[src/rtl/ifm_buf_reader_if.sv]
// ifm_buf_reader_if: tile control, buffer read port and output stream of the ifm buffer reader
interface ifm_buf_reader_if #(
  parameter int ADDR_BIT = 15,
  parameter int DIM_BIT  = 8
);
  logic                start;
  logic [ADDR_BIT-2:0] base_addr;
  logic [ADDR_BIT-2:0] row_stride;
  logic [DIM_BIT-1:0]  num_rows;
  logic [DIM_BIT-1:0]  num_cols;
  logic [ADDR_BIT-2:0] bram_addr_read;
  logic [3:0]          ifmstream_0;
  logic [3:0]          ifmstream_1;
  logic [3:0]          ifmstream_2;
  logic [3:0]          ifmstream_3;
  logic [3:0]          ifmstream_4;
  logic [3:0]          ifmstream_5;
  logic [3:0]          ifmstream_6;
  logic [3:0]          ifmstream_7;
  logic [31:0]         out_data;
  logic                out_valid;
  logic                out_ready;
  logic                out_last;
  logic                busy;
  logic                done;
  modport slave (
    input  start, base_addr, row_stride, num_rows, num_cols,
    input  ifmstream_0, ifmstream_1, ifmstream_2, ifmstream_3,
    input  ifmstream_4, ifmstream_5, ifmstream_6, ifmstream_7, out_ready,
    output bram_addr_read, out_data, out_valid, out_last, busy, done
  );
  modport master (
    output start, base_addr, row_stride, num_rows, num_cols,
    output ifmstream_0, ifmstream_1, ifmstream_2, ifmstream_3,
    output ifmstream_4, ifmstream_5, ifmstream_6, ifmstream_7, out_ready,
    input  bram_addr_read, out_data, out_valid, out_last, busy, done
  );
endinterface

[src/rtl/ifm_buf_reader.sv]
// ifm_buf_reader: streams one tile out of the ifm buffer in row-major order
// through a 2-entry FIFO that hides the one-cycle buffer read latency.
module ifm_buf_reader #(
  parameter int ADDR_BIT = 15,
  parameter int DIM_BIT  = 8
) (
  input logic           clk,
  input logic           rst_n,
  ifm_buf_reader_if.slave bus
);
  localparam int AW = ADDR_BIT - 1;
  typedef enum logic [1:0] {IDLE, ISSUE, DRAIN} state_t;
  state_t state_q, state_d;
  logic [AW-1:0] addr_q, addr_d, row_base_q, row_base_d, stride_q, stride_d, last_addr_q, last_addr_d;
  logic [DIM_BIT-1:0] rows_q, rows_d, cols_q, cols_d, r_q, r_d, c_q, c_d;
  logic [1:0][31:0] mem_q, mem_d;
  logic [1:0] mem_last_q, mem_last_d, occ_q, occ_d, fill;
  logic wr_q, wr_d, rd_q, rd_d, infl_q, infl_d, infl_last_q, infl_last_d;
  logic all_q, all_d, zero_q, zero_d;
  logic idle, start_ok, empty_tile, issue, pop, col_end, end_pt, tile_done;
  logic [AW-1:0] a_cur, rb_cur, st_cur;
  logic [DIM_BIT-1:0] r_cur, c_cur, rows_cur, cols_cur;
  logic [31:0] lanes;
  assign lanes = {bus.ifmstream_7, bus.ifmstream_6, bus.ifmstream_5, bus.ifmstream_4,
                  bus.ifmstream_3, bus.ifmstream_2, bus.ifmstream_1, bus.ifmstream_0};
  always_ff @(posedge clk or negedge rst_n)
    if (!rst_n) state_q <= IDLE;
    else state_q <= state_d;
  always_comb
    state_d = (idle && issue) ? ISSUE :
              (state_q == ISSUE && (all_q || (issue && end_pt))) ? DRAIN :
              tile_done ? IDLE : state_q;
  // The first address goes out in the start cycle itself, straight from the
  // tile inputs, so the first beat is ready two cycles later.
  always_comb begin
    idle = state_q == IDLE;
    start_ok = idle && bus.start && rst_n;
    empty_tile = bus.num_rows == '0 || bus.num_cols == '0;
    a_cur = idle ? bus.base_addr : addr_q;
    rb_cur = idle ? bus.base_addr : row_base_q;
    st_cur = idle ? bus.row_stride : stride_q;
    r_cur = idle ? '0 : r_q;
    c_cur = idle ? '0 : c_q;
    rows_cur = idle ? bus.num_rows : rows_q;
    cols_cur = idle ? bus.num_cols : cols_q;
    col_end = c_cur + DIM_BIT'(1) == cols_cur;
    end_pt = col_end && (r_cur + DIM_BIT'(1) == rows_cur);
    pop = occ_q != 2'd0 && bus.out_ready;
    fill = occ_q + {1'b0, infl_q} - {1'b0, pop};
    issue = (start_ok && !empty_tile) || (state_q == ISSUE && !all_q && fill < 2'd2);
    bus.out_valid = occ_q != 2'd0;
    bus.out_data = mem_q[rd_q];
    bus.out_last = bus.out_valid && mem_last_q[rd_q];
    tile_done = state_q == DRAIN && pop && bus.out_last;
    bus.busy = !idle;
    bus.done = zero_q || tile_done;
    bus.bram_addr_read = issue ? a_cur : last_addr_q;
  end
  always_comb begin
    addr_d = addr_q;
    row_base_d = row_base_q;
    stride_d = start_ok ? bus.row_stride : stride_q;
    rows_d = start_ok ? bus.num_rows : rows_q;
    cols_d = start_ok ? bus.num_cols : cols_q;
    r_d = r_q;
    c_d = c_q;
    last_addr_d = last_addr_q;
    infl_last_d = infl_last_q;
    all_d = all_q;
    if (issue) begin
      last_addr_d = a_cur;
      infl_last_d = end_pt;
      all_d = end_pt;
      c_d = col_end ? '0 : c_cur + DIM_BIT'(1);
      r_d = col_end ? r_cur + DIM_BIT'(1) : r_cur;
      row_base_d = col_end ? rb_cur + st_cur : rb_cur;
      addr_d = col_end ? rb_cur + st_cur : a_cur + AW'(1);
    end
    infl_d = issue;
    zero_d = start_ok && empty_tile;
    mem_d = mem_q;
    mem_last_d = mem_last_q;
    if (infl_q) begin
      mem_d[wr_q] = lanes;
      mem_last_d[wr_q] = infl_last_q;
    end
    wr_d = wr_q ^ infl_q;
    rd_d = rd_q ^ pop;
    occ_d = fill;
  end
  always_ff @(posedge clk or negedge rst_n)
    if (!rst_n) begin
      addr_q <= '0;
      row_base_q <= '0;
      stride_q <= '0;
      rows_q <= '0;
      cols_q <= '0;
      r_q <= '0;
      c_q <= '0;
      last_addr_q <= '0;
      infl_last_q <= 1'b0;
      all_q <= 1'b0;
      infl_q <= 1'b0;
      zero_q <= 1'b0;
      mem_q <= '0;
      mem_last_q <= '0;
      wr_q <= 1'b0;
      rd_q <= 1'b0;
      occ_q <= '0;
    end else begin
      addr_q <= addr_d;
      row_base_q <= row_base_d;
      stride_q <= stride_d;
      rows_q <= rows_d;
      cols_q <= cols_d;
      r_q <= r_d;
      c_q <= c_d;
      last_addr_q <= last_addr_d;
      infl_last_q <= infl_last_d;
      all_q <= all_d;
      infl_q <= infl_d;
      zero_q <= zero_d;
      mem_q <= mem_d;
      mem_last_q <= mem_last_d;
      wr_q <= wr_d;
      rd_q <= rd_d;
      occ_q <= occ_d;
    end
endmodule

[src/flat_wrapper.sv]
// flat-port wrapper written by rule: the top's interface ports become plain ports
module ifm_buf_reader_flat 
#(
  parameter int ADDR_BIT = 15,
  parameter int DIM_BIT  = 8
)
  (clk, rst_n, bus_start, bus_base_addr, bus_row_stride, bus_num_rows, bus_num_cols, bus_ifmstream_0, bus_ifmstream_1, bus_ifmstream_2, bus_ifmstream_3, bus_ifmstream_4, bus_ifmstream_5, bus_ifmstream_6, bus_ifmstream_7, bus_out_ready, bus_bram_addr_read, bus_out_data, bus_out_valid, bus_out_last, bus_busy, bus_done);
  ifm_buf_reader_if #(.ADDR_BIT(ADDR_BIT), .DIM_BIT(DIM_BIT)) bus_i ();
  input logic clk;
  input logic rst_n;
  input wire logic [$bits(bus_i.start)-1:0] bus_start;
  input wire logic [$bits(bus_i.base_addr)-1:0] bus_base_addr;
  input wire logic [$bits(bus_i.row_stride)-1:0] bus_row_stride;
  input wire logic [$bits(bus_i.num_rows)-1:0] bus_num_rows;
  input wire logic [$bits(bus_i.num_cols)-1:0] bus_num_cols;
  input wire logic [$bits(bus_i.ifmstream_0)-1:0] bus_ifmstream_0;
  input wire logic [$bits(bus_i.ifmstream_1)-1:0] bus_ifmstream_1;
  input wire logic [$bits(bus_i.ifmstream_2)-1:0] bus_ifmstream_2;
  input wire logic [$bits(bus_i.ifmstream_3)-1:0] bus_ifmstream_3;
  input wire logic [$bits(bus_i.ifmstream_4)-1:0] bus_ifmstream_4;
  input wire logic [$bits(bus_i.ifmstream_5)-1:0] bus_ifmstream_5;
  input wire logic [$bits(bus_i.ifmstream_6)-1:0] bus_ifmstream_6;
  input wire logic [$bits(bus_i.ifmstream_7)-1:0] bus_ifmstream_7;
  input wire logic [$bits(bus_i.out_ready)-1:0] bus_out_ready;
  output wire logic [$bits(bus_i.bram_addr_read)-1:0] bus_bram_addr_read;
  output wire logic [$bits(bus_i.out_data)-1:0] bus_out_data;
  output wire logic [$bits(bus_i.out_valid)-1:0] bus_out_valid;
  output wire logic [$bits(bus_i.out_last)-1:0] bus_out_last;
  output wire logic [$bits(bus_i.busy)-1:0] bus_busy;
  output wire logic [$bits(bus_i.done)-1:0] bus_done;
  assign bus_i.start = bus_start;
  assign bus_i.base_addr = bus_base_addr;
  assign bus_i.row_stride = bus_row_stride;
  assign bus_i.num_rows = bus_num_rows;
  assign bus_i.num_cols = bus_num_cols;
  assign bus_i.ifmstream_0 = bus_ifmstream_0;
  assign bus_i.ifmstream_1 = bus_ifmstream_1;
  assign bus_i.ifmstream_2 = bus_ifmstream_2;
  assign bus_i.ifmstream_3 = bus_ifmstream_3;
  assign bus_i.ifmstream_4 = bus_ifmstream_4;
  assign bus_i.ifmstream_5 = bus_ifmstream_5;
  assign bus_i.ifmstream_6 = bus_ifmstream_6;
  assign bus_i.ifmstream_7 = bus_ifmstream_7;
  assign bus_i.out_ready = bus_out_ready;
  assign bus_bram_addr_read = bus_i.bram_addr_read;
  assign bus_out_data = bus_i.out_data;
  assign bus_out_valid = bus_i.out_valid;
  assign bus_out_last = bus_i.out_last;
  assign bus_busy = bus_i.busy;
  assign bus_done = bus_i.done;
  ifm_buf_reader #(.ADDR_BIT(ADDR_BIT), .DIM_BIT(DIM_BIT)) u_core (.clk(clk), .rst_n(rst_n), .bus(bus_i));
endmodule
[config.mk]
export PLATFORM = sky130hd
export DESIGN_NAME = ifm_buf_reader_flat
export DESIGN_NICKNAME = d
export VERILOG_FILES = /design/src/rtl/ifm_buf_reader_if.sv /design/src/rtl/ifm_buf_reader.sv /design/src/flat_wrapper.sv
export SDC_FILE = /design/constraint.sdc
export NUM_CORES = 1
export LEC_CHECK = 0
export CAP_MARGIN = 20
export CORE_AREA = 10 10 200 202
export DETAILED_ROUTE_END_ITERATION = 12
export DIE_AREA = 0 0 210 212
export PLACE_DENSITY_LB_ADDON = 0.08
export SETUP_SLACK_MARGIN = 0.05
export SYNTH_ARGS = -nofsm -noshare
export SYNTH_HDL_FRONTEND = slang
export SYNTH_SLANG_ARGS = --single-unit
[constraint.sdc]
create_clock -name clk -period 8.5 [get_ports clk]
set_input_delay 0.85 -clock clk [delete_from_list [all_inputs] [get_ports clk]]
set_output_delay 0.85 -clock clk [all_outputs]
set_load 0.1 [all_outputs]
# Word-level counts from Yosys, hierarchy flattened
# Cells that the tools add are included.
# Widths: inputs -> output; s select.
# totals
regBits	163
out_inout_bits	50
elab_cells	86
# op_classes
n_addsub	6
magnitude_cmp	4
eq_ne	4
mux	25
n_bitwise	2
reduce_logical	27
# ops
operator	count
$mux 32	3
$mux 14	6
$bwmux 64	1
$mux 8	6
$demux 32 s1	1
$add 8x1->8 const B	2
$eq 8x8->1	2
$logic_not 8->1	2
$logic_and 1x1->1	15
$add 14x1->14 const B	1
$add 14x14->14	1
$mux 2	3
$logic_or 1x1->1	4
$lt 1x2->1 const B	2
$logic_not 1->1	3
$mux 1	3
$reduce_bool 3->1	1
$add 2x1->2	1
$bwmux 2	1
$eq 2x1->1 const B	1
$eq 2x2->1 const B	1
$logic_not 2->1	1
$lt 2x2->1 const B	1
$reduce_bool 2->1	1
other kinds (4)	5

# Logic depth before layout (Yosys ltp)
# Gate-level depths: netlist of run 1.
# logic_depth
depth_word	11
mapped_depth	17
mapped_depth_nobuf	15

# Worst setup path before layout of run 1
# No wires, ideal clock.
# synth_timing
path_type	register to output
startpoint	register u_core.occ_q[1]
endpoint	output port bus_bram_addr_read[1]
t_arrival_ns	4.495
required_ns	7.650
slack_ns	3.155
stages_incl_launch_ff	17
path_buffers	2
cell_sequence	dfrtp_1 -> nor2_1 -> inv_1 -> nand2_1 -> inv_1 -> ha_1 -> inv_1 -> ha_1 -> xor2_1 -> xnor2_1 -> nand3_1 -> and2_1 -> buf_2 -> inv_2 -> clkbuf_1 -> nor2_1 -> a31oi_1
# synth_via
elab_chain_len	7
# synth_rtl
item	line	rtl
start: declaration	ifm_buf_reader.sv:17	logic [1:0] mem_last_q, mem_last_d, occ_q, occ_d, fill;
start signal: assignment	ifm_buf_reader.sv:109	occ_q <= '0;
start signal: assignment	ifm_buf_reader.sv:127	occ_q <= occ_d;
$reduce_bool 2->1	--	
net bus_out_valid	flat_wrapper.sv:27	output wire logic [$bits(bus_i.out_valid)-1:0] bus_out_valid;
$logic_and 1x1->1	ifm_buf_reader.sv:48	pop = occ_q != 2'd0 && bus.out_ready;
$sub 2x1->2	ifm_buf_reader.sv:49	fill = occ_q + {1'b0, infl_q} - {1'b0, pop};
$lt 2x2->1	ifm_buf_reader.sv:50	issue = (start_ok && !empty_tile) || (state_q == ISSUE && !all_q && fill < 2'd2);
$logic_and 1x1->1	ifm_buf_reader.sv:50	
$logic_or 1x1->1	ifm_buf_reader.sv:50	
$mux 14	ifm_buf_reader.sv:57	bus.bram_addr_read = issue ? a_cur : last_addr_q;
end: declaration	flat_wrapper.sv:25	output wire logic [$bits(bus_i.bram_addr_read)-1:0] bus_bram_addr_read;
# The timed path passes the listed nets, and every way through them passes these cells.

# Worst setup path in the final report of run 1
# layout_timing
startpoint	input port bus_num_cols[1]
endpoint	output port bus_bram_addr_read[11]
# layout_via
elab_chain_len	6
# layout_rtl
item	line	rtl
start: declaration	flat_wrapper.sv:15	input wire logic [$bits(bus_i.num_cols)-1:0] bus_num_cols;
$logic_not 8->1	ifm_buf_reader.sv:38	empty_tile = bus.num_rows == '0 || bus.num_cols == '0;
$logic_or 1x1->1	ifm_buf_reader.sv:38	
$logic_not 1->1	ifm_buf_reader.sv:50	
$logic_and 1x1->1	ifm_buf_reader.sv:50	
$logic_or 1x1->1	ifm_buf_reader.sv:50	
$mux 14	ifm_buf_reader.sv:57	
# No other way between the ends.

==> results.json, run 1 <==
{
  "seq_power_share_pct": 44.5,
  "crit_path_start_kind": "input pin",
  "cts_made_buffers": 17,
  "synth_area_um2": 8866,
  "syn_area_per_cell_um2": 10.50,
  "ctsResizeCount": 0,
  "antenna_found_initial": 0,
  "syn-num-nets": 943,
  "leakage_uw": 0.005157,
  "fin_ws_ns": 3.109,
  "preCtsSetupSlack_ns": 2.985,
  "io-pin-count": 130,
  "yosys_warnings": 0,
  "max_freq_ghz": 0.1855,
  "start_util_pct": 24.57,
  "cts_tree": "built",
  "r2r-end": "u_core.row_base_q[12]",
  "dp_hpwl_um": 18240,
  "cp-endpoint": "bus_bram_addr_read[11]",
  "worst_pin_slew_ns": 1.060,
  "post_drt_wl_per_cell_um": 17.72,
  "synth.distinct_cells": 72,
  "finalHoldViolations": 0,
  "worstReg2RegStart": "u_core.state_q[1]",
  "cts_root_buf": "clkbuf_16",
  "core-area_um2": 36080,
  "p_clk_share_pct": 45.6,
  "final.setup.tns_ns": 0,
  "required_ns": 7.65,
  "combPwrFrac_pct": 9.9,
  "critPathLaunch": "bus_num_cols[1]",
  "drive_above_1_share_pct": 20.99,
  "syn-instance-count": 844,
  "antenna_cells": 0,
  "drv_slew": 0,
  "path_max_fanout": 39,
  "clockBufferDepth": 2,
  "skew_ns": 0.01537,
  "outcome": "completed",
  "ys_ff_latch": 163,
  "final_cells": 1435,
  "die_w_um": 210,
  "vias_per_cell": 4.582,
  "fin_crit_sh_pct": 63.42,
  "setup_viol": 0,
  "drtPass1Iterations": 4,
  "crit_type": "in2out",
  "grt_pass1_vias": 6997,
  "drc": 0,
  "r2r_cells": 15,
  "ys_seq_area_share_pct": 46.01,
  "grtUsageTotal_pct": 11.64,
  "hold_class": "in2async",
  "fin_crit_ns": 5.391,
  "route.vias.total": 6575,
  "wirelength_um": 25430,
  "synth-edff-count": 0,
  "swShare_pct": 25.46,
  "synth.area.top_cells": "dfrtp_1 (46%), mux2_2 (16%), nand2_1 (4.1%)",
  "gp_congestion": 0.7498,
  "postRouteAntennaNets": 0,
  "drt_first_iter_violations": 399,
  "area_delta_synth_final_pct": 26.33,
  "p_int_uw": 1319,
  "cp_data_arrival_time_ns": 4.54,
  "dieArea_um2": 44520,
  "clk_pin_slew_ns": 0.06,
  "dp.cells": 1403,
  "die_h_um": 212,
  "placementRows": 70,
  "power_density_nw_per_um2": 158.0,
  "port_buffers": 129,
  "overflow": 0,
  "clock-sinks": 163,
  "irDropWorstVdd_mv": 0.1517,
  "yosysTopAreaCellShare_pct": 46.01,
  "p_sw_uw": 450.6,
  "slew_headroom_pct": 29.08,
  "clock_insertion_delay_worst_skew_ns": 0.44,
  "max_cap_viol_count": 0,
  "ys.flop_type": "dfrtp_1",
  "grt_pass1_wl_um": 41300,
  "endpoint_kind": "output port",
  "r2r_slack_ns": 3.87,
  "ys_async_sr_fraction_pct": 100.0,
  "synth.largest_area_cell": "dfrtp_1",
  "finish.net_count": 1053,
  "htreeDepth": 4,
  "grt_max_degree": 77,
  "post-cts-setup-buffer-count": 0,
  "hold_buffers": 0,
  "rsz0062_at_grt": "no"
}
logic make-up (layout without fill, tap and decap cells):
| family | Yosys count | in the layout | share of synthesized area, % |
|---|---|---|---|
| mux | 148 | 148 | 18.52 |
| xor+xnor | 40 | 40 | 3.951 |
| flops | 163 | 163 | 46.01 |
| compound gates | 159 | 159 | 12.14 |
| fa+ha+maj | 19 | 19 | 2.766 |
| buf+inv | 71 | 194 | 3.415 |
| simple gates | 244 | 244 | 13.21 |
layer usage:
metal / GRT usage, % / share of wire, % / wire length, um / vias up
met5: 0 / 0 / 0 / -
met4: 3.349 / 1.2 / 310 / 0
met3: 2.362 / 3.5 / 892 / 16
met2: 18.85 / 47 / 11970 / 112
met1: 15.36 / 48 / 12250 / 3217
li1: - / - / - / 3230
stage by stage:
stage | area [um^2] | hold slack, ns | power [uW] | util [%]
CTS | 11200 | 0.4814 | 1816 | 31.04
finish | 11200 | 0.4433 | 1770 | 31.04
detailed placement | 10590 | 0.4905 | 982.9 | 29.35
global route | 11200 | 0.4979 | 1853 | 31.04
floorplan | 8866 | 0.4619 | 892.6 | -
global placement | 10590 | 0.4847 | 984.5 | 29.35
cells in the final DEF (no fill, tap or decap), drive strengths merged, types with 5 or more instances in the layout:
cell | Yosys | final
dfrtp | 163 | 163
mux2 | 128 | 128
clkdlybuf4s50 | 0 | 114
nand2 | 97 | 97
nor2 | 57 | 57
a21oi | 51 | 51
buf | 22 | 29
xnor2 | 24 | 24
inv | 19 | 23
mux2i | 20 | 20
o21ai | 20 | 20
clkbuf | 30 | 20
nand3 | 19 | 19
a31oi | 18 | 18
ha | 18 | 18
xor2 | 16 | 16
a21o | 16 | 16
and2 | 13 | 13
o211ai | 9 | 9
nor3 | 8 | 8
nand2b | 6 | 6
o31ai | 6 | 6
nand4 | 6 | 6
nor2b | 5 | 5
o21a | 5 | 5
a211oi | 5 | 5
final cells by class:
class	instances	area, um^2
clock buffers	20	466.7
repair buffers	143	1363
clock inverters	12	143.9
inverters	19	71.32
well taps	468	585.6
flip-flops and latches	163	4079
multi-input cells	610	4492
fillers	3746	24880
power by group through the flow:
stage	sequential, uW	combinational [uW]	clock, uW
after global routing	788	193	872
after floorplan	801	91.8	0
after CTS	787	182	847
after global placement	803	181	0
final	788	175	807
after detailed placement	803	180	0
cell usage after synthesis (all sizes together) (2+ instances only):
cell type    n
nand4b       2
o22a         4
nor2b        5
o211ai       9
xnor2       24
dfrtp      163
a221oi       2
nand2b       6
mux2i       20
nand2       97
o21a         5
and4         4
a211oi       5
o31ai        6
nor3b        2
or3          4
o21ai       20
or2          2
xor2        16
and2        13
nor4         2
ha          18
nor2        57
or4          3
a21oi       51
nand4        6
inv         19
nor3         8
and3         2
nand3b       4
a31oi       18
a21o        16
buf         22
o311ai       4
mux2       128
clkbuf      30
nand3       19
or4bb        3
worst max-delay path, stage by stage:
cell	delay, ns
clkdlybuf4s50_1	0.41
or4_1	0.60
nor3b_1	0.29
nand3b_1	0.35
and2_1	0.68
inv_2	0.38
buf_4	0.39
a21oi_1	0.23
buf_4	0.33
worst min-delay path by stage:
stage	startpoint	endpoint	slack (ns)	cells after the start
after floorplan	u_core.addr_q[13]	u_core.addr_q[13]	0.46	2
after global placement	u_core.mem_q[32]	u_core.mem_q[32]	0.48	1
after detailed placement	u_core.mem_q[46]	u_core.mem_q[46]	0.49	1
after CTS	rst_n	u_core.rows_q[0]	0.48	1
after global routing	rst_n	u_core.rows_q[3]	0.50	1
final	rst_n	u_core.rows_q[3]	0.44	1
flip-flops by register name (all words and copies together), names as in the netlist:
name                count
u_core.cols_q           8
u_core.r_q              8
u_core.rd_q             1
u_core.infl_last_q      1
u_core.stride_q        14
u_core.wr_q             1
u_core.last_addr_q     14
u_core.zero_q           1
u_core.addr_q          14
u_core.state_q          2
u_core.c_q              8
u_core.mem_q           64
u_core.rows_q           8
u_core.infl_q           1
u_core.mem_last_q       2
u_core.occ_q            2
u_core.row_base_q      14
No activity file was read; power rests on OpenSTA's default activity.
==> run 2, diff against run 1 <==
==> constraint.sdc (replaced) <==
create_clock -name clk -period 4.75 [get_ports clk]
set_input_delay 0.475 -clock clk [delete_from_list [all_inputs] [get_ports clk]]
set_output_delay 0.475 -clock clk [all_outputs]
set_load 0.1 [all_outputs]
==> run 2 against run 1 <==
Against the previous run: first-iteration DRC count down 25%; critical path depth rose by 2; combinational power grew 69%; clock skew fell by 0.0070 ns; power is 81% higher; global-route usage grew 0.36 points; clock-buffer cell count fell by 1; largest power group unchanged; clock power up 85%; critical endpoint is now bus_bram_addr_read[9]; worst setup slack got worse by 2.6 ns.
==> results.json, run 2 (synthesis gave the netlist of run 1 again) <==
{
  "outcome": "completed",
  "cts_root_buf": "clkbuf_16",
  "regMostFlops": "u_core.mem_q",
  "grt_pass1_wl_um": 41660,
  "layout_commonest_cell": "dfrtp_1",
  "largest_register_ffs": 64,
  "holdWs_ns": 0.2008,
  "max_freq_ghz": 0.2372,
  "clk_pin_slew_ns": 0.07,
  "max_cap_viol_count": 0,
  "clock-sinks": 163,
  "irDropWorstVdd_mv": 0.2508,
  "postRouteAntennaNets": 0,
  "fin_crit_ns": 4.216,
  "crit_chain": "nor2_4 -> buf_4 -> buf_4 -> and3_1 -> nand3b_1 -> and2_1 -> inv_2 -> buf_4 -> nor2_1 -> a21oi_2 -> buf_12",
  "drive_above_1_share_pct": 23.02,
  "grtUsageTotal_pct": 12.00,
  "worst_pin_slew_ns": 1.049,
  "gp_congestion": 0.7954,
  "leakage_uw": 0.005221,
  "hold_class": "in2async",
  "slew_headroom_pct": 29.86,
  "clockBufferDepth": 2,
  "final.setup.tns_ns": 0,
  "endpoint_kind": "output port",
  "route.vias.total": 6563,
  "final_cell_mix": "dfrtp_1 (163), mux2_2 (128), clkdlybuf4s50_1 (112)",
  "placementRows": 70,
  "cp_data_arrival_time_ns": 3.74,
  "clock_insertion_delay_worst_skew_ns": 0.44,
  "post_drt_wl_per_cell_um": 18.25,
  "slowest_delay_ns": 0.41,
  "post-cts-setup-buffer-count": 0,
  "required_ns": 4.28,
  "vias_per_cell": 4.554,
  "hold_buffers": 0,
  "antenna_found_initial": 0,
  "crit_type": "reg2out",
  "rsz0062_at_grt": "no",
  "grt_max_degree": 64,
  "antenna_cells": 0,
  "area_delta_synth_final_pct": 29.47,
  "htreeDepth": 4,
  "fillers": 3748,
  "cp_slowest_cell": "dfrtp_1",
  "start_util_pct": 24.57,
  "cts_made_buffers": 17,
  "io-pin-count": 130,
  "drc": 0,
  "finalHoldViolations": 0,
  "setup_viol": 0,
  "crit_path_start_kind": "flip-flop",
  "cts_tree": "built",
  "die_w_um": 210,
  "crit_family": "buffers and inverters",
  "critPathBufInv": 5,
  "port_buffers": 129,
  "grt_pass1_vias": 6904,
  "fin_crit_sh_pct": 88.75,
  "drtPass1Iterations": 4,
  "skew_ns": 0.008388,
  "dieArea_um2": 44520,
  "die_h_um": 212,
  "drv_slew": 0,
  "power_density_nw_per_um2": 279.5,
  "path_max_fanout": 25,
  "core-area_um2": 36080,
  "crit_top_cell": "buf_4",
  "wirelength_um": 26300,
  "finish.net_count": 1059,
  "drt_first_iter_violations": 298,
  "ctsResizeCount": 0,
  "overflow": 0,
  "dp_hpwl_um": 19190
}
[run 2: path summary, 6_finish.rpt]
check	startpoint	end	slack, ns	depth (start not counted)
max	u_core.state_q[0]	bus_bram_addr_read[9]	0.53	11
max in group asynchronous	rst_n	u_core.stride_q[5]	3.18	3
min in group clk	u_core.addr_q[13]	u_core.addr_q[13]	0.49	2
min reg2reg	u_core.addr_q[13]	u_core.addr_q[13]	0.49	2
min	rst_n	u_core.last_addr_q[9]	0.20	2
max reg2reg	u_core.state_q[0]	u_core.r_q[7]	0.92	11
[run 2: through the flow]
| stage | util, % | std cells | cell area [um^2] | power, uW | setup WS [ns] |
|---|---|---|---|---|---|
| CTS | 31.79 | 1440 | 11470 | 3286 | 0.4251 |
| global route | 31.81 | 1441 | 11480 | 3351 | 0.2416 |
| floorplan | - | 844 | 8921 | 1597 | 0.2999 |
| global placement | 30.08 | 1408 | 10850 | 1763 | 0.6801 |
| finish | 31.81 | 1441 | 11480 | 3209 | 0.5344 |
| detailed placement | 30.08 | 1408 | 10850 | 1759 | 0.5719 |
[run 2: metal layers]
metal	routed length, um	part of all wire (%)	up-vias	global-route usage (%)
li1	-	-	3238	-
met1	14000	53	3202	17.21
met2	11110	42	106	17.49
met3	897	3.4	17	2.583
met4	295	1.1	0	3.721
met5	0	0	-	0
[run 2: final cells by class]
cell class                      count  area [um^2]  share of cell area [%]
Tap cell                          468        585.6                   5.101
Multi-Input combinational cell    610         4547                   39.61
Clock inverter                     13        175.2                   1.526
Sequential cell                   163         4079                   35.54
Clock buffer                       19        442.9                   3.859
Inverter                           19        71.32                  0.6213
Timing Repair Buffer              149         1578                   13.75
[run 2: worst reg2reg max path, stage by stage (launching register included)]
cell,delay [ns]
dfrtp_1,0.41
nor2_4,0.38
buf_4,0.29
buf_4,0.27
and3_1,0.21
nand3b_1,0.30
and2_1,0.29
inv_2,0.36
buf_4,0.50
nand2_1,0.23
o31ai_1,0.35
mux2i_1,0.12
[run 2: where the power goes]
group	internal, uW	leakage, uW	switching [uW]	total [uW]
logic	133	0.00268	162	295
clock network	853	0.000294	633	1490
registers	1400	0.00225	27.5	1430
